### config.mk
export PLATFORM = sky130hd
export DESIGN_NAME = prog_loader_flat
export DESIGN_NICKNAME = d
export VERILOG_FILES = /design/src/rtl/prog_loader_if.sv /design/src/rtl/prog_loader.sv /design/src/flat_wrapper.sv
export SDC_FILE = /design/constraint.sdc
export NUM_CORES = 1
export LEC_CHECK = 0
export ABC_AREA = 1
export ABC_CLOCK_PERIOD_IN_PS = 1560
export BUFFER_PORTS_ARGS = -buffer_cell sky130_fd_sc_hd__buf_2
export CORE_MARGIN = 2
export CORE_UTILIZATION = 50
export DETAILED_ROUTE_END_ITERATION = 16
export PLACE_DENSITY = 0.75
export SYNTH_ARGS = -nofsm -noshare
export SYNTH_HDL_FRONTEND = slang
export SYNTH_SLANG_ARGS = --single-unit
### constraint.sdc
create_clock -name clk -period 1.56 [get_ports clk]
set_clock_uncertainty 0.15 [all_clocks]
set_input_delay 0.078 -clock clk [delete_from_list [all_inputs] [get_ports clk]]
set_output_delay 0.078 -clock clk [all_outputs]
set_load 0.01 [all_outputs]
### src/rtl/prog_loader_if.sv
// Byte-stream input handshake and imem write port of the boot program loader.
// master = stream source / imem side, slave = the loader.
interface prog_loader_if #(
    parameter int AW = 8,
    parameter int DW = 8
);
    logic          in_valid;
    logic [DW-1:0] in_data;
    logic          in_ready;
    logic          wr_en;
    logic [AW-1:0] wr_ad;
    logic [DW-1:0] wr_data;

    modport master (
        output in_valid, in_data,
        input  in_ready, wr_en, wr_ad, wr_data
    );

    modport slave (
        input  in_valid, in_data,
        output in_ready, wr_en, wr_ad, wr_data
    );
endinterface

### src/rtl/prog_loader.sv
// Boot program loader: length header + program bytes into imem, then releases cpu reset.
// Optional PROG_LOADER_CHECKSUM_EN adds a trailing checksum byte and an error state.
module prog_loader #(
    parameter int AW          = 8,
    parameter int DW          = 8,
    parameter int HOLD_CYCLES = 2
) (
    input  logic           clk,
    input  logic           reset,
    prog_loader_if.slave   bus,
    input  logic           reload,
    output logic           cpu_reset,
    output logic           done,
    output logic           err
);
    localparam int HW = 4;
    localparam logic [AW:0] REM_FULL = (AW+1)'(1) << AW;

    typedef enum logic [2:0] {
        S_HDR,
        S_DATA,
        S_HOLD,
        S_RUN
`ifdef PROG_LOADER_CHECKSUM_EN
        , S_CSUM,
        S_ERR
`endif
    } state_t;

    state_t        state_q, state_d;
    logic [AW-1:0] ptr_q, ptr_d;
    logic [AW:0]   rem_q, rem_d;
    logic [HW-1:0] hold_q, hold_d;
    logic          wr_en_q, wr_en_d;
    logic [AW-1:0] wr_ad_q, wr_ad_d;
    logic [DW-1:0] wr_data_q, wr_data_d;
    logic          cpu_reset_q, cpu_reset_d;
    logic          done_q, done_d;
    logic          in_ready;
    logic          xfer;
`ifdef PROG_LOADER_CHECKSUM_EN
    logic          err_q, err_d;
    logic [DW-1:0] sum_q, sum_d;
    logic [DW-1:0] sum_chk;
`endif

    always_comb begin
        in_ready = 1'b0;
        case (state_q)
            S_HDR, S_DATA: in_ready = 1'b1;
`ifdef PROG_LOADER_CHECKSUM_EN
            S_CSUM:        in_ready = 1'b1;
`endif
            default:       in_ready = 1'b0;
        endcase
    end

    assign xfer = bus.in_valid && in_ready;

    always_comb begin
        state_d     = state_q;
        ptr_d       = ptr_q;
        rem_d       = rem_q;
        hold_d      = hold_q;
        wr_en_d     = 1'b0;
        wr_ad_d     = wr_ad_q;
        wr_data_d   = wr_data_q;
        cpu_reset_d = cpu_reset_q;
        done_d      = done_q;
`ifdef PROG_LOADER_CHECKSUM_EN
        err_d       = err_q;
        sum_d       = sum_q;
        sum_chk     = sum_q + bus.in_data;
`endif
        case (state_q)
            S_HDR: begin
                if (xfer) begin
                    // A zero header encodes a full-depth program.
                    rem_d   = (bus.in_data == '0) ? REM_FULL : (AW+1)'(bus.in_data);
                    ptr_d   = '0;
                    state_d = S_DATA;
`ifdef PROG_LOADER_CHECKSUM_EN
                    sum_d   = bus.in_data;
`endif
                end
            end
            S_DATA: begin
                if (xfer) begin
                    wr_en_d   = 1'b1;
                    wr_ad_d   = ptr_q;
                    wr_data_d = bus.in_data;
                    ptr_d     = ptr_q + AW'(1);
                    rem_d     = rem_q - (AW+1)'(1);
`ifdef PROG_LOADER_CHECKSUM_EN
                    sum_d     = sum_chk;
                    if (rem_q == (AW+1)'(1)) begin
                        state_d = S_CSUM;
                    end
`else
                    if (rem_q == (AW+1)'(1)) begin
                        state_d = S_HOLD;
                        hold_d  = HW'(HOLD_CYCLES);
                    end
`endif
                end
            end
`ifdef PROG_LOADER_CHECKSUM_EN
            S_CSUM: begin
                if (xfer) begin
                    if (sum_chk == '0) begin
                        state_d = S_HOLD;
                        hold_d  = HW'(HOLD_CYCLES);
                    end else begin
                        state_d = S_ERR;
                        err_d   = 1'b1;
                    end
                end
            end
            S_ERR: begin
                if (reload) begin
                    state_d     = S_HDR;
                    err_d       = 1'b0;
                    cpu_reset_d = 1'b1;
                    done_d      = 1'b0;
                end
            end
`endif
            S_HOLD: begin
                // Guarantees the final imem write lands before the cpu leaves reset.
                if (hold_q == '0) begin
                    state_d     = S_RUN;
                    cpu_reset_d = 1'b0;
                    done_d      = 1'b1;
                end else begin
                    hold_d = hold_q - HW'(1);
                end
            end
            S_RUN: begin
                if (reload) begin
                    state_d     = S_HDR;
                    cpu_reset_d = 1'b1;
                    done_d      = 1'b0;
                end
            end
            default: state_d = S_HDR;
        endcase
    end

    always_ff @(posedge clk) begin
        if (reset) begin
            state_q     <= S_HDR;
            ptr_q       <= '0;
            rem_q       <= '0;
            hold_q      <= '0;
            wr_en_q     <= 1'b0;
            wr_ad_q     <= '0;
            wr_data_q   <= '0;
            cpu_reset_q <= 1'b1;
            done_q      <= 1'b0;
`ifdef PROG_LOADER_CHECKSUM_EN
            err_q       <= 1'b0;
            sum_q       <= '0;
`endif
        end else begin
            state_q     <= state_d;
            ptr_q       <= ptr_d;
            rem_q       <= rem_d;
            hold_q      <= hold_d;
            wr_en_q     <= wr_en_d;
            wr_ad_q     <= wr_ad_d;
            wr_data_q   <= wr_data_d;
            cpu_reset_q <= cpu_reset_d;
            done_q      <= done_d;
`ifdef PROG_LOADER_CHECKSUM_EN
            err_q       <= err_d;
            sum_q       <= sum_d;
`endif
        end
    end

    assign bus.in_ready = in_ready;
    assign bus.wr_en    = wr_en_q;
    assign bus.wr_ad    = wr_ad_q;
    assign bus.wr_data  = wr_data_q;
    assign cpu_reset    = cpu_reset_q;
    assign done         = done_q;
`ifdef PROG_LOADER_CHECKSUM_EN
    assign err          = err_q;
`else
    assign err          = 1'b0;
`endif
endmodule

### src/flat_wrapper.sv
// flat-port wrapper written by rule: the top's interface ports become plain ports
module prog_loader_flat 
#(
    parameter int AW          = 8,
    parameter int DW          = 8,
    parameter int HOLD_CYCLES = 2
)
  (clk, reset, reload, cpu_reset, done, err, bus_in_valid, bus_in_data, bus_in_ready, bus_wr_en, bus_wr_ad, bus_wr_data);
  prog_loader_if #(.AW(AW), .DW(DW)) bus_i ();
  input  logic clk;
  input  logic reset;
  input  logic reload;
  output logic cpu_reset;
  output logic done;
  output logic err;
  input wire logic [$bits(bus_i.in_valid)-1:0] bus_in_valid;
  input wire logic [$bits(bus_i.in_data)-1:0] bus_in_data;
  output wire logic [$bits(bus_i.in_ready)-1:0] bus_in_ready;
  output wire logic [$bits(bus_i.wr_en)-1:0] bus_wr_en;
  output wire logic [$bits(bus_i.wr_ad)-1:0] bus_wr_ad;
  output wire logic [$bits(bus_i.wr_data)-1:0] bus_wr_data;
  assign bus_i.in_valid = bus_in_valid;
  assign bus_i.in_data = bus_in_data;
  assign bus_in_ready = bus_i.in_ready;
  assign bus_wr_en = bus_i.wr_en;
  assign bus_wr_ad = bus_i.wr_ad;
  assign bus_wr_data = bus_i.wr_data;
  prog_loader #(.AW(AW), .DW(DW), .HOLD_CYCLES(HOLD_CYCLES)) u_core (.clk(clk), .reset(reset), .bus(bus_i), .reload(reload), .cpu_reset(cpu_reset), .done(done), .err(err));
endmodule
==> impl_metrics.yaml <==
outcome:
  status: "complete, but fails checks"
  violations: "setup timing"
worst_setup_path:
  crit_fanout: 6
  critPathSlowestCell: "dfxtp_4"
  end_kind: "flop"
  start_kind: "flop"
  cpPeakStageDelay_ns: 0.37
  crit_arrival_ns: 1.74
  crit_type: "reg -> reg"
  cp_cell_sequence: "buf_6, ha_4, inv_6, nand2_8, nand3_4, buf_12, buf_8, clkinv_8, nand2_1, a21oi_1"
  cp.required_ns: 1.65
timing:
  final.setup.worst_slack_ns: -0.0875
  hold_viol: 0
  slew_viol_final: 0
  rsz0062_at_grt: "true"
  tns_ns: -1.26
  max_freq_mhz: 607
  setup_viol: 29
  period_minus_slack_ns: 1.65
  hold_ws_ns: 0.00251
  post-route-period-util_pct: 106
logic_synthesis:
  synth-adder-area-share_pct: 5.40
  ys_types: 33
  syn_avg_cell_area_sq_um: 7.42
  synthMuxAreaShare_pct: 0
  synth-xor-area-share_pct: 2.94
  ys_warn_count: 0
  syn-num-nets: 302
  synthCells: 281
  synthArstFlopShare_pct: 0
  synth_area_leaders: "dfxtp_1 (40%), nand2_1 (11%), a21oi_1 (6.7%), ha_1 (5.4%), inv_1 (5.2%)"
  yosysSeqAreaShare_pct: 40.3
  synthSimpleGateAreaFrac_pct: 25.6
  ys_ff_latch: 42
  synth_top_area_share_pct: 40.3
  synth_top_family_by_area: "simple AND/OR/NAND/NOR gates"
  ys.flop_type: "dfxtp_1"
  synth_compound_area_share_pct: 16.6
  synth_area_leader_cell: "dfxtp_1"
  synth-edff-count: 0
  syn_area_sq_mm: 0.00208
floorplan:
  io_pins: 33
  start_util_pct: 52.1
  fp.dieW_microns: 68.6
  dieArea_sq_mm: 0.00470
  die-height_microns: 68.6
  core_sq_mm: 0.00400
  rows: 23
detailed_routing:
  firstDrtPassIters: 4
  drc: 0
  drt-initial-drc-count: 134
  via_per_inst: 5.21
  via_count: 2077
  wl_microns: 5660
  wl_per_cell_microns: 14.2
  ant_nets: 0
finish:
  final_cells: 399
  n_fill_cell: 316
  final_core_util_pct: 72.5
  antenna_cells: 0
  nets: 369
  area_growth_pct: 39.1
  drive_gt1_share_pct: 33.5
clocking:
  root_buffer: "clkbuf_8"
  clk_latency_ns: 0.30
  clockBufferDepth: 2
  clk_pin_slew_worst_paths_ns: 0.08
  clock-sinks: 42
  htree_num_levels: 2
  cts_buffers: 5
  cts_tree: "built"
flow_run:
  maxCapViolCount: 0
power_and_ir_drop:
  vdd_drop_max_uv: 788
  p_leak_nw: 1.25
  power_density_mw_per_mm2: 1840
placement:
  portBuffers: 31
  hpwl_microns: 3790
  finalWeightedCongestion: 0.909
  dp_cells: 377
  pre_cts_ws_ns: -0.0785
worst_hold_path:
  hold_path.class: "in -> reg"
grt:
  grt_max_degree: 24
  grt_pass1_wl_microns: 8450
  grt_pass1_vias: 1900
  grt_overflow_total: 0
  antenna_found_initial: 0
  grt_use_total_pct: 24.7
worst paths after layout:
check / slack [ns] / start / cells past startpoint / endpoint
worst min register to register: 0.32 / u_core.done / 2 / u_core.done
worst min-delay path: 0.003 / reset / 4 / u_core.ptr_q[5]
worst max-delay path: -0.09 / u_core.state_q[0] / 10 / u_core.bus.wr_ad[7]
worst max register to register: -0.09 / u_core.state_q[0] / 10 / u_core.bus.wr_ad[7]
metal layers:
metal / share of wire, % / global-route usage (%) / up-vias / wire length [microns]
met4: 1.7 / 10.3 / 0 / 97
met2: 51 / 43.1 / 53 / 2890
li1: - / - / 1057 / -
met1: 43 / 28.5 / 957 / 2440
met5: 0 / 0 / - / 0
met3: 4.2 / 6.01 / 10 / 239
cell families (layout without fill, tap and decap cells):
| group | after synthesis | after routing |
|---|---|---|
| other | 1 | 1 |
| flip-flops | 42 | 42 |
| AND/OR/NAND/NOR | 118 | 118 |
| buffers and inverters | 42 | 110 |
| XOR/XNOR | 7 | 7 |
| AO/OA/AOI/OAI | 62 | 62 |
| adder cells (fa/ha/maj) | 9 | 9 |
synth_stat cells, types with 4 or more instances:
library cell	number
a21oi_1	28
dfxtp_1	42
ha_1	9
inv_1	29
nand2_1	59
nand3_1	18
nor2_1	26
nor3_1	4
o21ai_0	18
o22ai_1	5
xor2_1	5
worst max-delay path: cells and delay by family (launching register included):
family | cells | cell delay [ns]
adders and majority gates | 1 | 0.15
AOI/OAI and AO/OA | 1 | 0.13
buffers and inverters | 5 | 0.50
and+or+nand+nor | 3 | 0.27
DFF | 1 | 0.37
per-stage QoR:
step	cell area, sq um	power [mW]
final	2900	5.33
after global routing	2900	5.73
after CTS	2680	4.88
after detailed placement	2450	3.89
after global placement	2450	3.85
after floorplan	2100	3.08
where the power goes:
| part | switching, mW | internal, mW | leakage (nW) |
|---|---|---|---|
| clock | 0.382 | 0.478 | 0.0514 |
| combinational | 1.71 | 1.27 | 0.853 |
| sequential | 0.164 | 1.33 | 0.343 |
state kept, by name, indices dropped and copies added, names as in the netlist:
name and cells:
u_core.rem_q 9, u_core.bus.wr_ad 8, u_core.bus.wr_data 8, u_core.ptr_q 8, u_core.hold_q 4, u_core.state_q 2, u_core.bus.wr_en 1, u_core.cpu_reset 1
u_core.done 1
area by class of cell:
type / count / area, sq um / share of cell area (%)
clock buffer: 6 / 72.6 / 2.50
clock inverter: 2 / 37.5 / 1.29
sequential: 42 / 846 / 29.2
tap: 50 / 62.6 / 2.16
timing repair buffer: 66 / 492 / 17.0
multi-input combinational: 197 / 1210 / 41.8
inverter: 34 / 153 / 5.26
timing repair inverter: 2 / 25.0 / 0.863
cells in the final DEF, fill, tap and decap left out, types with 3 or more instances in the layout:
cell,n
a21oi_1,21
o21ai_2,5
ha_1,5
xor2_1,5
buf_6,5
dlygate4sd3_1,8
nand3_1,16
nand2_1,53
o21ai_0,8
nor3_1,3
a21oi_2,6
buf_2,30
nor2_4,3
buf_4,20
nand2_2,7
inv_4,3
inv_1,26
o21ai_1,10
nor2_1,23
o22ai_2,3
dfxtp_1,40
clkbuf_8,5
o211ai_1,3
inv_2,3
repair_timing:
item / CTS / global route
gates resized for setup: 11 / 53
endpoints found under the hold margin: 12 / 0
pin swaps: 4 / 8
endpoints found under the setup margin: 31 / 41
hold buffers: 8 / 0
cloned: 0 / 2
buffers inserted: 0 / 4
No activity file was read; power rests on OpenSTA's default activity.
